**src/rtl/if_stage_pkg.sv**
```systemverilog
`default_nettype none
// ============================================================================
// Module   : if_stage_pkg
// Purpose  : Shared constants and state encoding for the instruction-fetch
//            stage (NOP encoding, default widths, fetch FSM states).
// Revision : 1.0  initial release
// ============================================================================
package if_stage_pkg;

  localparam int PC_W_DEF   = 32;
  localparam int DATA_W_DEF = 32;

  // addi x0, x0, 0
  localparam logic [31:0] CORE_NOP = 32'h0000_0013;

  typedef enum logic [1:0] {
    IF_IDLE = 2'd0,
    IF_REQ  = 2'd1,
    IF_WAIT = 2'd2,
    IF_HOLD = 2'd3
  } if_state_e;

endpackage
`default_nettype wire

```
**src/rtl/if_skid_buf.sv**
```systemverilog
`default_nettype none
// ============================================================================
// Module   : if_skid_buf
// Purpose  : One-entry {pc, instruction} holding buffer. Catches a fetch
//            response that arrives while the IF/ID register is stalled.
//            Priority: clear > push > pop.
// Revision : 1.0  initial release
// ============================================================================
module if_skid_buf
  import if_stage_pkg::*;
#(
  parameter int PC_W   = PC_W_DEF,
  parameter int DATA_W = DATA_W_DEF
) (
  input  logic              clk,
  input  logic              rst_n,
  input  logic              push,
  input  logic              pop,
  input  logic              clear,
  input  logic [PC_W-1:0]   push_pc,
  input  logic [DATA_W-1:0] push_instr,
  output logic              full,
  output logic [PC_W-1:0]   pc,
  output logic [DATA_W-1:0] instr
);

  logic              full_q,  full_d;
  logic [PC_W-1:0]   pc_q,    pc_d;
  logic [DATA_W-1:0] instr_q, instr_d;

  // Next-entry selection: a clear wins over a simultaneous push.
  always_comb begin
    full_d  = full_q;
    pc_d    = pc_q;
    instr_d = instr_q;
    if (clear) begin
      full_d = 1'b0;
    end else if (push) begin
      full_d  = 1'b1;
      pc_d    = push_pc;
      instr_d = push_instr;
    end else if (pop) begin
      full_d = 1'b0;
    end
  end

  // Entry storage.
  always_ff @(posedge clk or negedge rst_n) begin
    if (!rst_n) begin
      full_q  <= 1'b0;
      pc_q    <= '0;
      instr_q <= DATA_W'(CORE_NOP);
    end else begin
      full_q  <= full_d;
      pc_q    <= pc_d;
      instr_q <= instr_d;
    end
  end

  assign full  = full_q;
  assign pc    = pc_q;
  assign instr = instr_q;

endmodule
`default_nettype wire

```
**src/rtl/if_stage.sv**
```systemverilog
`default_nettype none
// ============================================================================
// Module   : if_stage
// Purpose  : Instruction-fetch stage. Owns the PC, issues at most one
//            outstanding instruction-bus request, and drives the IF/ID
//            pipeline register. Honours stall, flush and branch redirect.
//            Optional build macro IF_MISALIGN_CHECK_EN adds if2id_misalign
//            and halts fetch on a misaligned redirect target.
// Revision : 1.0  initial release
// ============================================================================
module if_stage
  import if_stage_pkg::*;
#(
  parameter int              PC_W     = 32,
  parameter int              DATA_W   = 32,
  parameter logic [PC_W-1:0] RESET_PC = '0
) (
  input  logic              clk,
  input  logic              rst_n,
  input  logic              if_stall,
  input  logic              if_flush,
  input  logic              branch_take,
  input  logic [PC_W-1:0]   branch_pc,
  output logic              ibus_req,
  output logic [PC_W-1:0]   ibus_addr,
  input  logic              ibus_ready,
  input  logic              ibus_rvalid,
  input  logic [DATA_W-1:0] ibus_rdata,
  output logic              if2id_valid,
  output logic [PC_W-1:0]   if2id_pc,
  output logic [DATA_W-1:0] if2id_instruction
`ifdef IF_MISALIGN_CHECK_EN
  ,output logic             if2id_misalign
`endif
);

  if_state_e         state_q, state_d;
  logic [PC_W-1:0]   pc_q, pc_d;
  logic [PC_W-1:0]   req_pc_q, req_pc_d;
  logic              drop_q, drop_d;
  logic              valid_q, valid_d;
  logic [PC_W-1:0]   opc_q, opc_d;
  logic [DATA_W-1:0] oinstr_q, oinstr_d;

  logic              skid_push, skid_pop, skid_clear, skid_full;
  logic [PC_W-1:0]   skid_pc;
  logic [DATA_W-1:0] skid_instr;

  logic              halt;
  logic [PC_W-1:0]   branch_tgt;
  logic              deliver;
  logic              out_free;

`ifdef IF_MISALIGN_CHECK_EN
  logic halt_q, halt_d, mis_q, mis_d;
  logic misalign_target;
  assign misalign_target = branch_take && (branch_pc[1:0] != 2'b00);
  assign branch_tgt      = branch_pc;
  assign halt            = halt_q;
  assign if2id_misalign  = mis_q;
`else
  // Low target bits carry no meaning without the misalign check.
  logic unused_bpc_lo;
  assign unused_bpc_lo = ^branch_pc[1:0];
  assign branch_tgt    = {branch_pc[PC_W-1:2], 2'b00};
  assign halt          = 1'b0;
`endif

  // A response is only meaningful while a request is outstanding; a redirect
  // in the same cycle makes it stale.
  assign deliver  = (state_q == IF_WAIT) && ibus_rvalid && !drop_q && !branch_take;
  assign out_free = !if_stall || !valid_q;

  if_skid_buf #(
    .PC_W   (PC_W),
    .DATA_W (DATA_W)
  ) u_skid (
    .clk        (clk),
    .rst_n      (rst_n),
    .push       (skid_push),
    .pop        (skid_pop),
    .clear      (skid_clear),
    .push_pc    (req_pc_q),
    .push_instr (ibus_rdata),
    .full       (skid_full),
    .pc         (skid_pc),
    .instr      (skid_instr)
  );

  // IF/ID register / skid steering, then fetch FSM next-state and bus request.
  always_comb begin
    state_d    = state_q;
    pc_d       = pc_q;
    req_pc_d   = req_pc_q;
    drop_d     = drop_q;
    valid_d    = valid_q;
    opc_d      = opc_q;
    oinstr_d   = oinstr_q;
    skid_push  = 1'b0;
    skid_pop   = 1'b0;
    skid_clear = 1'b0;
    ibus_req   = 1'b0;
`ifdef IF_MISALIGN_CHECK_EN
    halt_d     = halt_q;
    mis_d      = mis_q;
`endif

    if (branch_take) begin
      skid_clear = 1'b1;
      valid_d    = 1'b0;
`ifdef IF_MISALIGN_CHECK_EN
      mis_d  = 1'b0;
      halt_d = misalign_target;
      if (misalign_target) begin
        valid_d  = 1'b1;
        opc_d    = branch_pc;
        oinstr_d = DATA_W'(CORE_NOP);
        mis_d    = 1'b1;
      end
`endif
    end else if (if_flush) begin
      skid_clear = 1'b1;
      valid_d    = 1'b0;
`ifdef IF_MISALIGN_CHECK_EN
      mis_d = 1'b0;
`endif
      if (deliver) begin
        valid_d  = 1'b1;
        opc_d    = req_pc_q;
        oinstr_d = ibus_rdata;
      end
    end else if (out_free) begin
`ifdef IF_MISALIGN_CHECK_EN
      mis_d = 1'b0;
`endif
      if (skid_full) begin
        skid_pop = 1'b1;
        valid_d  = 1'b1;
        opc_d    = skid_pc;
        oinstr_d = skid_instr;
      end else if (deliver) begin
        valid_d  = 1'b1;
        opc_d    = req_pc_q;
        oinstr_d = ibus_rdata;
      end else if (!if_stall) begin
        valid_d = 1'b0;
      end
    end else if (deliver) begin
      skid_push = 1'b1;
    end

    case (state_q)
      IF_IDLE: state_d = IF_REQ;
      IF_REQ: begin
        ibus_req = !halt && !skid_full;
        if (ibus_req && ibus_ready) begin
          req_pc_d = pc_q;
          pc_d     = pc_q + PC_W'(4);
          state_d  = IF_WAIT;
          if (branch_take) drop_d = 1'b1;
        end
      end
      IF_WAIT: begin
        if (ibus_rvalid) begin
          drop_d  = 1'b0;
          state_d = skid_push ? IF_HOLD : IF_REQ;
        end else if (branch_take) begin
          drop_d = 1'b1;
        end
      end
      IF_HOLD: begin
        if (!if_stall || branch_take || if_flush) state_d = IF_REQ;
      end
      default: state_d = IF_IDLE;
    endcase

    if (branch_take) pc_d = branch_tgt;
  end

  // State, PC and IF/ID registers.
  always_ff @(posedge clk or negedge rst_n) begin
    if (!rst_n) begin
      state_q  <= IF_IDLE;
      pc_q     <= RESET_PC;
      req_pc_q <= RESET_PC;
      drop_q   <= 1'b0;
      valid_q  <= 1'b0;
      opc_q    <= RESET_PC;
      oinstr_q <= DATA_W'(CORE_NOP);
`ifdef IF_MISALIGN_CHECK_EN
      halt_q   <= 1'b0;
      mis_q    <= 1'b0;
`endif
    end else begin
      state_q  <= state_d;
      pc_q     <= pc_d;
      req_pc_q <= req_pc_d;
      drop_q   <= drop_d;
      valid_q  <= valid_d;
      opc_q    <= opc_d;
      oinstr_q <= oinstr_d;
`ifdef IF_MISALIGN_CHECK_EN
      halt_q   <= halt_d;
      mis_q    <= mis_d;
`endif
    end
  end

  assign ibus_addr         = {pc_q[PC_W-1:2], 2'b00};
  assign if2id_valid       = valid_q;
  assign if2id_pc          = opc_q;
  assign if2id_instruction = oinstr_q;

endmodule
`default_nettype wire

```
**config.mk**
```make
export PLATFORM = sky130hd
export DESIGN_NAME = if_stage
export DESIGN_NICKNAME = d
export VERILOG_FILES = /design/src/rtl/if_stage_pkg.sv /design/src/rtl/if_skid_buf.sv /design/src/rtl/if_stage.sv
export SDC_FILE = /design/constraint.sdc
export NUM_CORES = 1
export LEC_CHECK = 0
export CORE_MARGIN = 10
export CORE_UTILIZATION = 52
export CTS_BUF_LIST = sky130_fd_sc_hd__clkbuf_4 sky130_fd_sc_hd__clkbuf_8 sky130_fd_sc_hd__clkbuf_16
export CTS_CLUSTER_DIAMETER = 40
export DETAILED_ROUTE_END_ITERATION = 16
export HOLD_SLACK_MARGIN = 0.05
export PLACE_DENSITY = 0.81
export SYNTH_ARGS = -nofsm -noshare
export SYNTH_HDL_FRONTEND = slang
export SYNTH_HIERARCHICAL = 1
export SYNTH_SLANG_ARGS = --single-unit
```
**constraint.sdc**
```tcl
create_clock -name clk -period 2.4 [get_ports clk]
set_input_delay 0.72 -clock clk [delete_from_list [all_inputs] [get_ports clk]]
set_output_delay 0.72 -clock clk [all_outputs]
set_load 0.1 [all_outputs]
```
==> flow_metrics.env <==
export IMPL_gp_congestion=0.850
export IMPL_synthCells=791
export IMPL_core_area_um2=16500
export IMPL_synth_most_common_cell="dfrtp_1"
export IMPL_worstPathMaxFanout=5
export IMPL_post_route_period_util=0.959
export IMPL_power_density_nw_per_um2=1250
export IMPL_multi_input_area_um2=3490
export IMPL_syn_area_per_cell_um2=10.9
export IMPL_fillers=1225
export IMPL_holdWs_ns=0.235
export IMPL_period_needed_ns=2.30
export IMPL_cts_max_level=4
export IMPL_via_per_inst=5.57
export IMPL_diodes=0
export IMPL_antenna_found_initial=0
export IMPL_yosys_top_cells_area="dfrtp_1, mux2_4, nand2_1, o22ai_1, a21oi_1"
export IMPL_crit_required_ns=1.68
export IMPL_final_max_slew_viol_count=0
export IMPL_syn_area_um2=8660
export IMPL_die_h_um=149
export IMPL_drive_above_1_share=0.266
export IMPL_fp_row_count=47
export IMPL_synthTopCellsByCount="dfrtp_1, nand2_1, nor2_1"
export IMPL_first_iter_violations=444
export IMPL_wl_per_cell_um=18.6
export IMPL_yosysTopAreaCell="dfrtp_1"
export IMPL_placed_cell_area_um2=10600
export IMPL_grt_pass1_vias=6843
export IMPL_final_util=0.680
export IMPL_cts_made_buffers=17
export IMPL_rsz0062_at_grt="false"
export IMPL_yosysTopAreaCellShare=0.541
export IMPL_cp_arrival_ns=1.58
export IMPL_ant_nets=0
export IMPL_cts_sinks=193
export IMPL_ff2ff_path_depth=8
export IMPL_setup_violations=0
export IMPL_synth_cell_type_count=49
export IMPL_crit_type="reg2out"
export IMPL_worst_hold_path_type="in2async"
export IMPL_setup_tns_ns=0
export IMPL_synth_seq_cells=193
export IMPL_synthArstFlopShare=1.00
export IMPL_ir_drop_uv=733
export IMPL_cts_reportedPaths_clkPinSlew_ns=0.07
export IMPL_wl_mm=22.3
export IMPL_max_cap_violations=0
export IMPL_clkLatencyLatePin_ns=0.43
export IMPL_final_area_um2=11200
export IMPL_cp_start_kind="flop"
export IMPL_grt_max_degree=63
export IMPL_drcViolationCount=0
export IMPL_status="complete, no violations"
export IMPL_cts_hold_buf=0
export IMPL_syn_to_final_growth_pct=29.4
export IMPL_hpwlAfterDp_mm=15.3
export IMPL_port_buffers=164
export IMPL_grt_pass1_wl_mm=36.2
export IMPL_clock_path_buffers=2
export IMPL_initial_core_util=0.526
export IMPL_max_freq_mhz=434
export IMPL_power_total_uw=14000
export IMPL_ys_seq_area_frac=0.559
export IMPL_end_kind="output port"
export IMPL_ys_warn_count=6
export IMPL_ios=169
export IMPL_cts_root_buf="clkbuf_16"
export IMPL_seqCellArea_um2=4850
export IMPL_vias=6680
export IMPL_synth_edf_count=0
export IMPL_regToRegSetupSlack_ns=0.24
export IMPL_power_leakage_uw=0.00522
export IMPL_finalClockSkew_ns=0.0106
export IMPL_rr_startpoint="state_q[0]"
export IMPL_grt_use_total=0.200
export IMPL_die_area_um2=22200
export IMPL_hold_violations=0
export IMPL_cts_tree="yes"
export IMPL_post_cts_buffers=0
export IMPL_drt_first_pass_iters=5
export IMPL_nNetsFinal=1042
export IMPL_ys_flop_type="dfrtp_1"
export IMPL_die_w_um=149
export IMPL_grt_overflow_total=0
export IMPL_reg2reg_to="u_skid/instr[18]"
how the worst max path moves through the flow:
stage                startpoint                to  slack, ns  depth (start not counted)
finish               state_q[1]          ibus_req        0.1                          5
global route         state_q[1]          ibus_req      0.001                          5
CTS                  state_q[1]          ibus_req       0.04                          5
global placement    ibus_rvalid  u_skid/instr[18]      -0.30                          7
detailed placement  ibus_rvalid  u_skid/instr[24]      -0.30                          7
floorplan              pc_q[10]          pc_q[24]       0.06                          5
worst max-delay path: stages, from the launching register on:
cell     delay, ns
dfrtp_1       0.41
inv_1         0.09
ha_1          0.18
buf_4         0.14
nor2b_4       0.16
buf_12        0.18
flip-flops by register name (all words and copies together), names as in the netlist:
signal / count
if2id_instruction: 32
pc_q: 30
if2id_valid: 1
drop_q: 1
u_skid/full: 1
req_pc_q: 30
u_skid/instr: 32
u_skid/pc: 32
state_q: 2
if2id_pc: 32
routing by layer:
layer | global-route usage | wire length (um)
met5 | 0 | 0
met4 | 0.0628 | 346
met3 | 0.0410 | 1170
met2 | 0.314 | 10600
met1 | 0.274 | 10100
cell families after synthesis:
group / synth area share
muxes: 0.113
AOI/OAI and AO/OA: 0.125
DFF: 0.559
and+or+nand+nor: 0.143
adders and majority gates: 0.00723
other: 0.000433
xor gates and xnor gates: 0.0101
buffers and inverters: 0.0428
metrics by stage:
| step | std cells | setup WS [ns] |
|---|---|---|
| 2_1_floorplan | 794 | 0.0557 |
| 3_3_place_gp | 1167 | -0.297 |
| 3_5_place_dp | 1167 | -0.298 |
| 4_1_cts | 1199 | 0.0365 |
| 5_1_grt | 1199 | 0.00100 |
| 6_report | 1199 | 0.0975 |
where the power goes:
part	switching, uW	total, uW	internal, uW
Clock	1210	2970	1760
Combinational	4940	6360	1420
Sequential	630	4670	4040
Total	6780	14000	7220
cell type report:
cell class,count,share of cell area
flip-flops and latches,193,0.433
inverters,11,0.00369
clock buffers,21,0.0429
clock inverters,11,0.0135
multi-input cells,537,0.311
repair buffers,206,0.171
well taps,220,0.0246
timing repair:
item,CTS,global route
endpoints found under the hold margin,0,0
resized for setup,0,1
setup endpoints to repair,0,1
cell usage in the layout (no fill, tap or decap), types with 3 or more instances in the layout:
cell type and n:
a21oi_1 69, clkinv_4 3, ha_1 5, nor4_1 4, nand2_1 112, clkbuf_16 17, conb_1 4, or4_1 17
mux2_4 60, dfrtp_2 8, o211ai_1 4, bufinv_16 3, o21ai_0 19, nand3_1 12, clkbuf_8 5, buf_4 122
nand4b_1 3, xnor2_1 7, mux2_2 5, xor2_1 3, dfrtp_1 179, nor2_1 79, a31oi_1 15, dfstp_2 6
o22ai_1 63, o31ai_1 12, clkdlybuf4s50_1 67, inv_1 11, or3_1 4, nor3_1 4, buf_12 16, nand4_1 7
and3_1 3
Power figures use the tool's default switching activity.
